--- config.mk ---
export PLATFORM = sky130hd
export DESIGN_NAME = card_dealer
export DESIGN_NICKNAME = d
export VERILOG_FILES = /design/src/rtl/card_dealer.sv
export SDC_FILE = /design/constraint.sdc
export NUM_CORES = 1
export LEC_CHECK = 0
export ABC_AREA = 1
export BUFFER_PORTS_ARGS = -buffer_cell sky130_fd_sc_hd__buf_2
export CORE_MARGIN = 2
export CORE_UTILIZATION = 50
export DETAILED_ROUTE_END_ITERATION = 10
export GPL_TIMING_DRIVEN = 0
export PLACE_DENSITY = 0.71
export REMOVE_ABC_BUFFERS = 1
export SYNTH_ARGS = -nofsm -noshare
export SYNTH_HDL_FRONTEND = slang
export SYNTH_SLANG_ARGS = --single-unit
--- constraint.sdc ---
create_clock -name clk -period 8.63 [get_ports clk]
set_input_delay 1.726 -clock clk [delete_from_list [all_inputs] [get_ports clk]]
set_output_delay 1.726 -clock clk [all_outputs]
set_load 0.05 [all_outputs]
--- src/rtl/card_dealer.sv ---
// Baccarat hand sequencer: samples a free-running 1..13 counter on each step strobe,
// deals player/dealer cards, applies third-card rules and reports scores and winner.
module card_dealer (
   input  logic       clk,
   input  logic       resetb,
   input  logic       step,
   input  logic       new_hand,
   output logic [3:0] pcard1,
   output logic [3:0] pcard2,
   output logic [3:0] pcard3,
   output logic [3:0] dcard1,
   output logic [3:0] dcard2,
   output logic [3:0] dcard3,
   output logic [3:0] pscore,
   output logic [3:0] dscore,
   output logic       done,
   output logic       player_win,
   output logic       dealer_win
);

   typedef enum logic [3:0] {
      StDealP1, StDealD1, StDealP2, StDealD2, StChk1,
      StDealP3, StChk2, StDealD3, StDone
   } state_t;

   state_t     r_state;
   logic [3:0] r_cnt;
   logic [3:0] r_pcard1, r_pcard2, r_pcard3;
   logic [3:0] r_dcard1, r_dcard2, r_dcard3;
   logic       r_done;

   logic [3:0] w_pscore, w_dscore, w_p3_val;
   logic       w_dealer_draw;
   logic       w_natural;

   function automatic logic [3:0] card_val(input logic [3:0] c);
      return (c >= 4'd1 && c <= 4'd9) ? c : 4'd0;
   endfunction

   function automatic logic [3:0] hand_score(input logic [3:0] a, input logic [3:0] b,
                                             input logic [3:0] c);
      logic [4:0] s;
      logic [4:0] r;
      s = {1'b0, card_val(a)} + {1'b0, card_val(b)} + {1'b0, card_val(c)};
      if (s >= 5'd20)      r = s - 5'd20;
      else if (s >= 5'd10) r = s - 5'd10;
      else                 r = s;
      return r[3:0];
   endfunction

   assign w_pscore  = hand_score(r_pcard1, r_pcard2, r_pcard3);
   assign w_dscore  = hand_score(r_dcard1, r_dcard2, r_dcard3);
   assign w_p3_val  = card_val(r_pcard3);
   assign w_natural = (w_pscore >= 4'd8) || (w_dscore >= 4'd8);

   // Banker's draw decision once the player has taken a third card
   always_comb begin
      w_dealer_draw = 1'b0;
      case (w_dscore)
         4'd0, 4'd1, 4'd2: w_dealer_draw = 1'b1;
         4'd3:             w_dealer_draw = (w_p3_val != 4'd8);
         4'd4:             w_dealer_draw = (w_p3_val >= 4'd2) && (w_p3_val <= 4'd7);
         4'd5:             w_dealer_draw = (w_p3_val >= 4'd4) && (w_p3_val <= 4'd7);
         4'd6:             w_dealer_draw = (w_p3_val >= 4'd6) && (w_p3_val <= 4'd7);
         default:          w_dealer_draw = 1'b0;
      endcase
   end

   always_ff @(posedge clk or negedge resetb) begin
      if (!resetb) begin
         r_state  <= StDealP1;
         r_cnt    <= 4'd1;
         r_pcard1 <= 4'd0;
         r_pcard2 <= 4'd0;
         r_pcard3 <= 4'd0;
         r_dcard1 <= 4'd0;
         r_dcard2 <= 4'd0;
         r_dcard3 <= 4'd0;
         r_done   <= 1'b0;
      end else begin
         r_cnt <= (r_cnt == 4'd13) ? 4'd1 : r_cnt + 4'd1;
         if (new_hand) begin
            r_state  <= StDealP1;
            r_pcard1 <= 4'd0;
            r_pcard2 <= 4'd0;
            r_pcard3 <= 4'd0;
            r_dcard1 <= 4'd0;
            r_dcard2 <= 4'd0;
            r_dcard3 <= 4'd0;
            r_done   <= 1'b0;
         end else begin
            unique case (r_state)
               StDealP1: if (step) begin r_pcard1 <= r_cnt; r_state <= StDealD1; end
               StDealD1: if (step) begin r_dcard1 <= r_cnt; r_state <= StDealP2; end
               StDealP2: if (step) begin r_pcard2 <= r_cnt; r_state <= StDealD2; end
               StDealD2: if (step) begin r_dcard2 <= r_cnt; r_state <= StChk1;   end
               StChk1: begin
                  if (w_natural) begin
                     r_state <= StDone;
                     r_done  <= 1'b1;
                  end else if (w_pscore <= 4'd5) begin
                     r_state <= StDealP3;
                  end else if (w_dscore <= 4'd5) begin
                     r_state <= StDealD3;
                  end else begin
                     r_state <= StDone;
                     r_done  <= 1'b1;
                  end
               end
               StDealP3: if (step) begin r_pcard3 <= r_cnt; r_state <= StChk2; end
               StChk2: begin
                  if (w_dealer_draw) begin
                     r_state <= StDealD3;
                  end else begin
                     r_state <= StDone;
                     r_done  <= 1'b1;
                  end
               end
               StDealD3: begin
                  if (step) begin
                     r_dcard3 <= r_cnt;
                     r_state  <= StDone;
                     r_done   <= 1'b1;
                  end
               end
               StDone: ;
               default: begin
                  r_state <= StDealP1;
                  r_done  <= 1'b0;
               end
            endcase
         end
      end
   end

   assign pcard1     = r_pcard1;
   assign pcard2     = r_pcard2;
   assign pcard3     = r_pcard3;
   assign dcard1     = r_dcard1;
   assign dcard2     = r_dcard2;
   assign dcard3     = r_dcard3;
   assign pscore     = w_pscore;
   assign dscore     = w_dscore;
   assign done       = r_done;
   assign player_win = r_done && (w_pscore >= w_dscore);
   assign dealer_win = r_done && (w_dscore >= w_pscore);

endmodule

==> results.sh, run 1 <==
export IMPL_hold_path_end="r_cnt[0]$_DFF_PN1_"
export IMPL_area_growth_pct=12.9
export IMPL_drv_cap=0
export IMPL_powerDensity_nw_per_um2=264
export IMPL_drive_above_1_share_pct=22.8
export IMPL_finalCoreUtilization_pct=59.1
export IMPL_antenna_found_initial=0
export IMPL_worst_hold_slack_ns=0.465
export IMPL_fp_coreArea_um2=5540
export IMPL_irDropWorstVdd_uv=138
export IMPL_routabilityCongestion=0.881
export IMPL_finClkSkew_ns=0.00418
export IMPL_reg2reg_slack_ns=4.62
export IMPL_period_share_pct=74.4
export IMPL_relSlewSlack_pct=51.3
export IMPL_netlist_area_um2=2900
export IMPL_final_max_slew_violation_count=0
export IMPL_groute_usage_overall_pct=21.8
export IMPL_required_ns=6.90
export IMPL_setup_worst_path_class="register to output pin"
export IMPL_synth_seq_cells=33
export IMPL_dp_slack_ns=2.53
export IMPL_crit_chain="inv_1, nor3_1, o21a_1, fa_1, ha_1, fa_1, inv_1, nand2_1, nand2_4, clkinv_4, ha_1, nand3_1, nand3_4, nand2_4, nand2_2, a21oi_2, nor2_4, inv_2, ha_1, a21oi_1, o21ai_0, a21boi_0, buf_2"
export IMPL_clock_latency_ns=0.29
export IMPL_fin_setup_tns_ns=0
export IMPL_grt_max_degree=34
export IMPL_setup_violations=0
export IMPL_cts_setup_buffers=0
export IMPL_nets=455
export IMPL_worst_path_largest_cell_delay_ns=0.44
export IMPL_drc=0
export IMPL_rr_endpoint="r_state[0]$_DFFE_PN0P_"
export IMPL_grt_overflow=0
export IMPL_cp_common_cell="ha_1"
export IMPL_status="complete, no violations"
export IMPL_cts_repair_resized=0
export IMPL_detailed_place_hpwl_um=5230
export IMPL_crit_path_end_kind="output pin"
export IMPL_clkTransAtPathRegs_ns=0.07
export IMPL_rows=27
export IMPL_yosysUniqueCellTypes=31
export IMPL_wl_um=6240
export IMPL_worst_slack_ns=2.21
export IMPL_min_path_cells=1
export IMPL_port_buffers=38
export IMPL_vias_per_cell=5.01
export IMPL_wl_per_cell_um=12.5
export IMPL_cts_tree="built"
export IMPL_cp_arrival_ns=4.69
export IMPL_max_freq_ghz=0.156
export IMPL_dr_first_iter_drc_count=98
export IMPL_p_total_mw=0.864
export IMPL_cp_max_fo=5
export IMPL_fillers=531
export IMPL_grt_pass1_vias=2508
export IMPL_crit_slowest_cell="fa_1"
export IMPL_ctsHtreeMaxLevel=2
export IMPL_io_pins=39
export IMPL_hold_path_class="register to register"
export IMPL_synth_cells=382
export IMPL_avgSynthCellArea_um2=7.59
export IMPL_dieHeight_um=80.1
export IMPL_min_from="r_cnt[1]$_DFF_PN0_"
export IMPL_reg2reg_depth=21
export IMPL_clockBufferDepth=2
export IMPL_dieArea_um2=6420
export IMPL_tightestPinTransition_ns=0.731
export IMPL_p_leak_nw=1.75
export IMPL_rsz0062_at_grt="no"
export IMPL_diodes=0
export IMPL_postRouteAntennaNets=0
export IMPL_grt_pass1_wl_um=11000
export IMPL_clock_sink_count=33
export IMPL_detailroute_via_count=2496
export IMPL_initial_core_util_pct=52.3
export IMPL_startpoint_type="register"
export IMPL_drt_first_pass_iters=4
export IMPL_die_width_um=80.1
export IMPL_r2r_start="dcard2[3]$_DFFE_PN0P_"
export IMPL_root_buffer="clkbuf_8"
export IMPL_ys_seq_area_share_pct=28.5
export IMPL_cts_buffers=5
export IMPL_period_needed_ns=6.42
export IMPL_finalHoldViolCount=0
export IMPL_yosys_warnings=0
export IMPL_hold_buffers=0
[metrics by stage]
step | area [µm²] | instances
finish | 3270 | 498
global route | 3270 | 498
CTS | 3270 | 498
detailed placement | 3170 | 490
global placement | 3170 | 490
floorplan | 2890 | 380
[layout make-up]
cell class	count	area [µm²]	area share, %
sequential	33	827	25.3
inverter	69	267	8.15
clock buffer	7	96.3	2.94
multi-input combinational	278	1800	54.9
timing repair buffer	38	190	5.81
clock inverter	1	5.00	0.153
tap	72	90.1	2.75
[state kept, by name (all words and copies together), names as in the netlist]
name and count:
dcard1 4, r_state 4, pcard1 4, pcard3 4, r_cnt 4, done 1
dcard2 4, pcard2 4, dcard3 4
[worst max-delay path: cells and delay by family, from the launching register on]
kind / cells / cell delay (ns)
fa+ha+maj: 5 / 1.56
simple gates: 8 / 1.02
compound gates: 5 / 0.81
buf+inv: 5 / 0.62
flops: 1 / 0.40
[logic make-up after synthesis]
family                   after synthesis  synth area share (%)
AO/OA/AOI/OAI                         62                  13.1
adder cells (fa/ha/maj)               26                  13.8
multiplexers                           4                  1.55
buffers and inverters                 71                  9.46
flip-flops                            33                  28.5
AND/OR/NAND/NOR                      186                  33.5
[metal layers]
layer  vias up  global-route usage [%]  part of all wire, %  wire (µm)
li1       1317                       -                    -          -
met1      1130                    28.6                   48       2990
met2        38                    36.8                   47       2960
met3        11                    3.48                  3.0        190
met4         0                    7.29                  1.6        102
met5         -                       0                    0          0
[Yosys cell counts, drive strengths merged]
| cell type | n | share of area (%) |
|---|---|---|
| clkinv | 1 | 0.30 |
| nand3 | 45 | 11 |
| nor3 | 7 | 1.2 |
| nand2 | 89 | 14 |
| o211ai | 2 | 0.86 |
| nor2 | 41 | 6.1 |
| o22a | 1 | 0.30 |
| a21boi | 1 | 0.26 |
| nor4 | 1 | 0.22 |
| nand4 | 3 | 0.65 |
| fa | 10 | 6.9 |
| o21a | 1 | 0.26 |
| dfstp | 1 | 0.91 |
| dfrtp | 32 | 28 |
| clkbuf | 2 | 0.26 |
| mux2 | 4 | 1.6 |
| inv | 68 | 8.9 |
| ha | 16 | 6.9 |
| o21ai | 44 | 8.6 |
| a21oi | 13 | 2.8 |
[report_power, final]
part	internal, mW	leakage, nW	switching [mW]
logic	0.159	1.27	0.387
registers	0.170	0.429	0.0192
clock network	0.0720	0.0542	0.0565
total	0.401	1.75	0.463
[cells in the final DEF (no fill, tap or decap), types with 4 or more instances in the layout]
master	count
nand2_4	9
dfrtp_1	32
nand3_1	34
nor3_1	7
inv_1	63
nand2_2	6
o21ai_0	38
nor2_1	39
clkbuf_8	7
a21oi_2	4
nand3_2	6
mux2_2	4
a21oi_1	9
inv_2	4
fa_1	10
o21ai_2	5
ha_1	16
nand2_1	74
nand3_4	5
buf_2	38
[how the worst max path moves through the flow]
| stage | cells after the start | slack [ns] | from | to |
|---|---|---|---|---|
| 6_report | 23 | 2.21 | dcard2[3]$_DFFE_PN0P_ | player_win |
| 5_1_grt | 23 | 1.87 | dcard2[3]$_DFFE_PN0P_ | player_win |
| 4_1_cts | 23 | 2.21 | dcard2[3]$_DFFE_PN0P_ | player_win |
| 3_5_place_dp | 23 | 2.53 | dcard2[3]$_DFFE_PN0P_ | player_win |
| 3_3_place_gp | 22 | 2.59 | dcard2[2]$_DFFE_PN0P_ | player_win |
| 2_1_floorplan | 22 | 1.67 | dcard2[3]$_DFFE_PN0P_ | player_win |
Note: power is estimated with default switching activity, not from simulation.
==> run 2: changes to the inputs <==
clock period = 6 ns   (was 8.63 ns; I/O delays follow)
==> run 2 against run 1 <==
Sequential power increased by 45%. Routed wire length increased by 1.4%. Sequential cell count unchanged. Global-route usage unchanged. Critical endpoint is now dealer_win. Die area did not move.
==> results.sh, run 2 (synthesis gave the netlist of run 1 again) <==
export IMPL_initial_core_util_pct=52.3
export IMPL_final_cell_mix="nand2_1, inv_1, o21ai_0"
export IMPL_dieArea_um2=6420
export IMPL_drc=0
export IMPL_vias_per_cell=5.05
export IMPL_dieHeight_um=80.1
export IMPL_grt_pass1_wl_um=11000
export IMPL_finalCoreUtilization_pct=59.6
export IMPL_drt_first_pass_iters=4
export IMPL_area_growth_pct=14.0
export IMPL_drv_cap=0
export IMPL_detailroute_via_count=2513
export IMPL_setup_violations=0
export IMPL_wl_um=6330
export IMPL_finalHoldViolCount=0
export IMPL_cp_arrival_ns=4.46
export IMPL_ctsHtreeMaxLevel=2
export IMPL_tightestPinTransition_ns=0.733
export IMPL_dr_first_iter_drc_count=98
export IMPL_grt_max_degree=34
export IMPL_cp_max_fo=5
export IMPL_place_area_um2=3170
export IMPL_layout_commonest_cell="nand2_1"
export IMPL_finalInstanceArea_um2=3300
export IMPL_die_width_um=80.1
export IMPL_fin_setup_tns_ns=0
export IMPL_hold_buffers=0
export IMPL_cts_buffers=5
export IMPL_clock_latency_ns=0.29
export IMPL_setup_worst_path_class="register to output pin"
export IMPL_wl_per_cell_um=12.7
export IMPL_grt_overflow=0
export IMPL_period_needed_ns=5.66
export IMPL_layout_cells_non_filler=498
export IMPL_antenna_found_initial=0
export IMPL_cts_tree="built"
export IMPL_rows=27
export IMPL_io_pins=39
export IMPL_port_buffers=38
export IMPL_routabilityCongestion=0.881
export IMPL_worst_hold_slack_ns=0.465
export IMPL_startpoint_type="register"
export IMPL_finClkSkew_ns=0.00460
export IMPL_required_ns=4.80
export IMPL_irDropWorstVdd_uv=198
export IMPL_clock_sink_count=33
export IMPL_period_share_pct=94.4
export IMPL_status="complete, no violations"
export IMPL_hold_path_class="register to register"
export IMPL_final_max_slew_violation_count=0
export IMPL_detailed_place_hpwl_um=5230
export IMPL_p_leak_nw=1.75
export IMPL_clockBufferDepth=2
export IMPL_groute_usage_overall_pct=21.8
export IMPL_relSlewSlack_pct=51.1
export IMPL_nets=455
export IMPL_powerDensity_nw_per_um2=378
export IMPL_dp_cells=490
export IMPL_diodes=0
export IMPL_max_freq_ghz=0.177
export IMPL_fp_coreArea_um2=5540
export IMPL_grt_pass1_vias=2508
export IMPL_drive_above_1_share_pct=24.4
export IMPL_clkTransAtPathRegs_ns=0.07
export IMPL_root_buffer="clkbuf_8"
export IMPL_postRouteAntennaNets=0
export IMPL_crit_path_end_kind="output pin"
run 2: what timing repair did:
| item | CTS | global route |
|---|---|---|
| setup buffers | 0 | 0 |
| gates resized for setup | 0 | 13 |
| setup endpoints to repair | 0 | 2 |
run 2: per-layer routing:
layer	GRT usage [%]	wire, µm	vias up
li1	-	-	1318
met1	28.6	3030	1144
met2	36.8	3010	42
met3	3.48	196	9
met4	7.29	87	0
met5	0	0	-
run 2: worst max-delay path: stages (launching register included):
cell	delay, ns
dfrtp_1	0.44
nor2_1	0.16
a21oi_1	0.10
o21a_1	0.21
fa_1	0.46
ha_1	0.25
fa_2	0.38
inv_1	0.06
nand2_1	0.08
nand2_4	0.11
clkinv_4	0.07
ha_1	0.18
nand3_1	0.13
nand3_4	0.10
nand2_4	0.12
nand2_2	0.06
a21oi_2	0.17
nor2_4	0.07
inv_2	0.12
ha_1	0.26
nand2_1	0.09
inv_1	0.04
nand3_1	0.09
inv_1	0.05
o21ai_1	0.13
inv_1	0.05
clkbuf_4	0.20
run 2: report_power, final:
group | total (mW) | internal [mW] | leakage [nW] | switching, mW
clock | 0.185 | 0.104 | 0.0542 | 0.0813
sequential | 0.274 | 0.245 | 0.429 | 0.0288
combinational | 0.791 | 0.231 | 1.27 | 0.560
total | 1.25 | 0.579 | 1.75 | 0.670
run 2: final cells by class:
cell class	count	area, µm²
clock inverter	1	5.00
inverter	69	267
multi-input combinational	278	1820
sequential	33	827
fill	527	2240
timing repair buffer	38	195
clock buffer	7	96.3
tap	72	90.1
run 2: final timing paths:
check	cells after the start	to	slack, ns	from
min	1	r_cnt[0]$_DFF_PN1_	0.46	r_cnt[1]$_DFF_PN0_
min reg2reg	1	r_cnt[0]$_DFF_PN1_	0.46	r_cnt[1]$_DFF_PN0_
max in group asynchronous	1	r_state[0]$_DFFE_PN0P_	4.56	resetb
max reg2reg	20	r_state[0]$_DFFE_PN0P_	2.18	dcard2[1]$_DFFE_PN0P_
min in group asynchronous	1	dcard2[1]$_DFFE_PN0P_	0.97	resetb
max	26	dealer_win	0.34	dcard2[1]$_DFFE_PN0P_
run 2: metrics by stage:
step | setup slack (ns) | total power [mW]
CTS | 0.110 | 1.25
floorplan | -0.437 | 0.914
global placement | 0.485 | 1.05
finish | 0.338 | 1.25
detailed placement | 0.431 | 1.06
global route | -0.00349 | 1.36
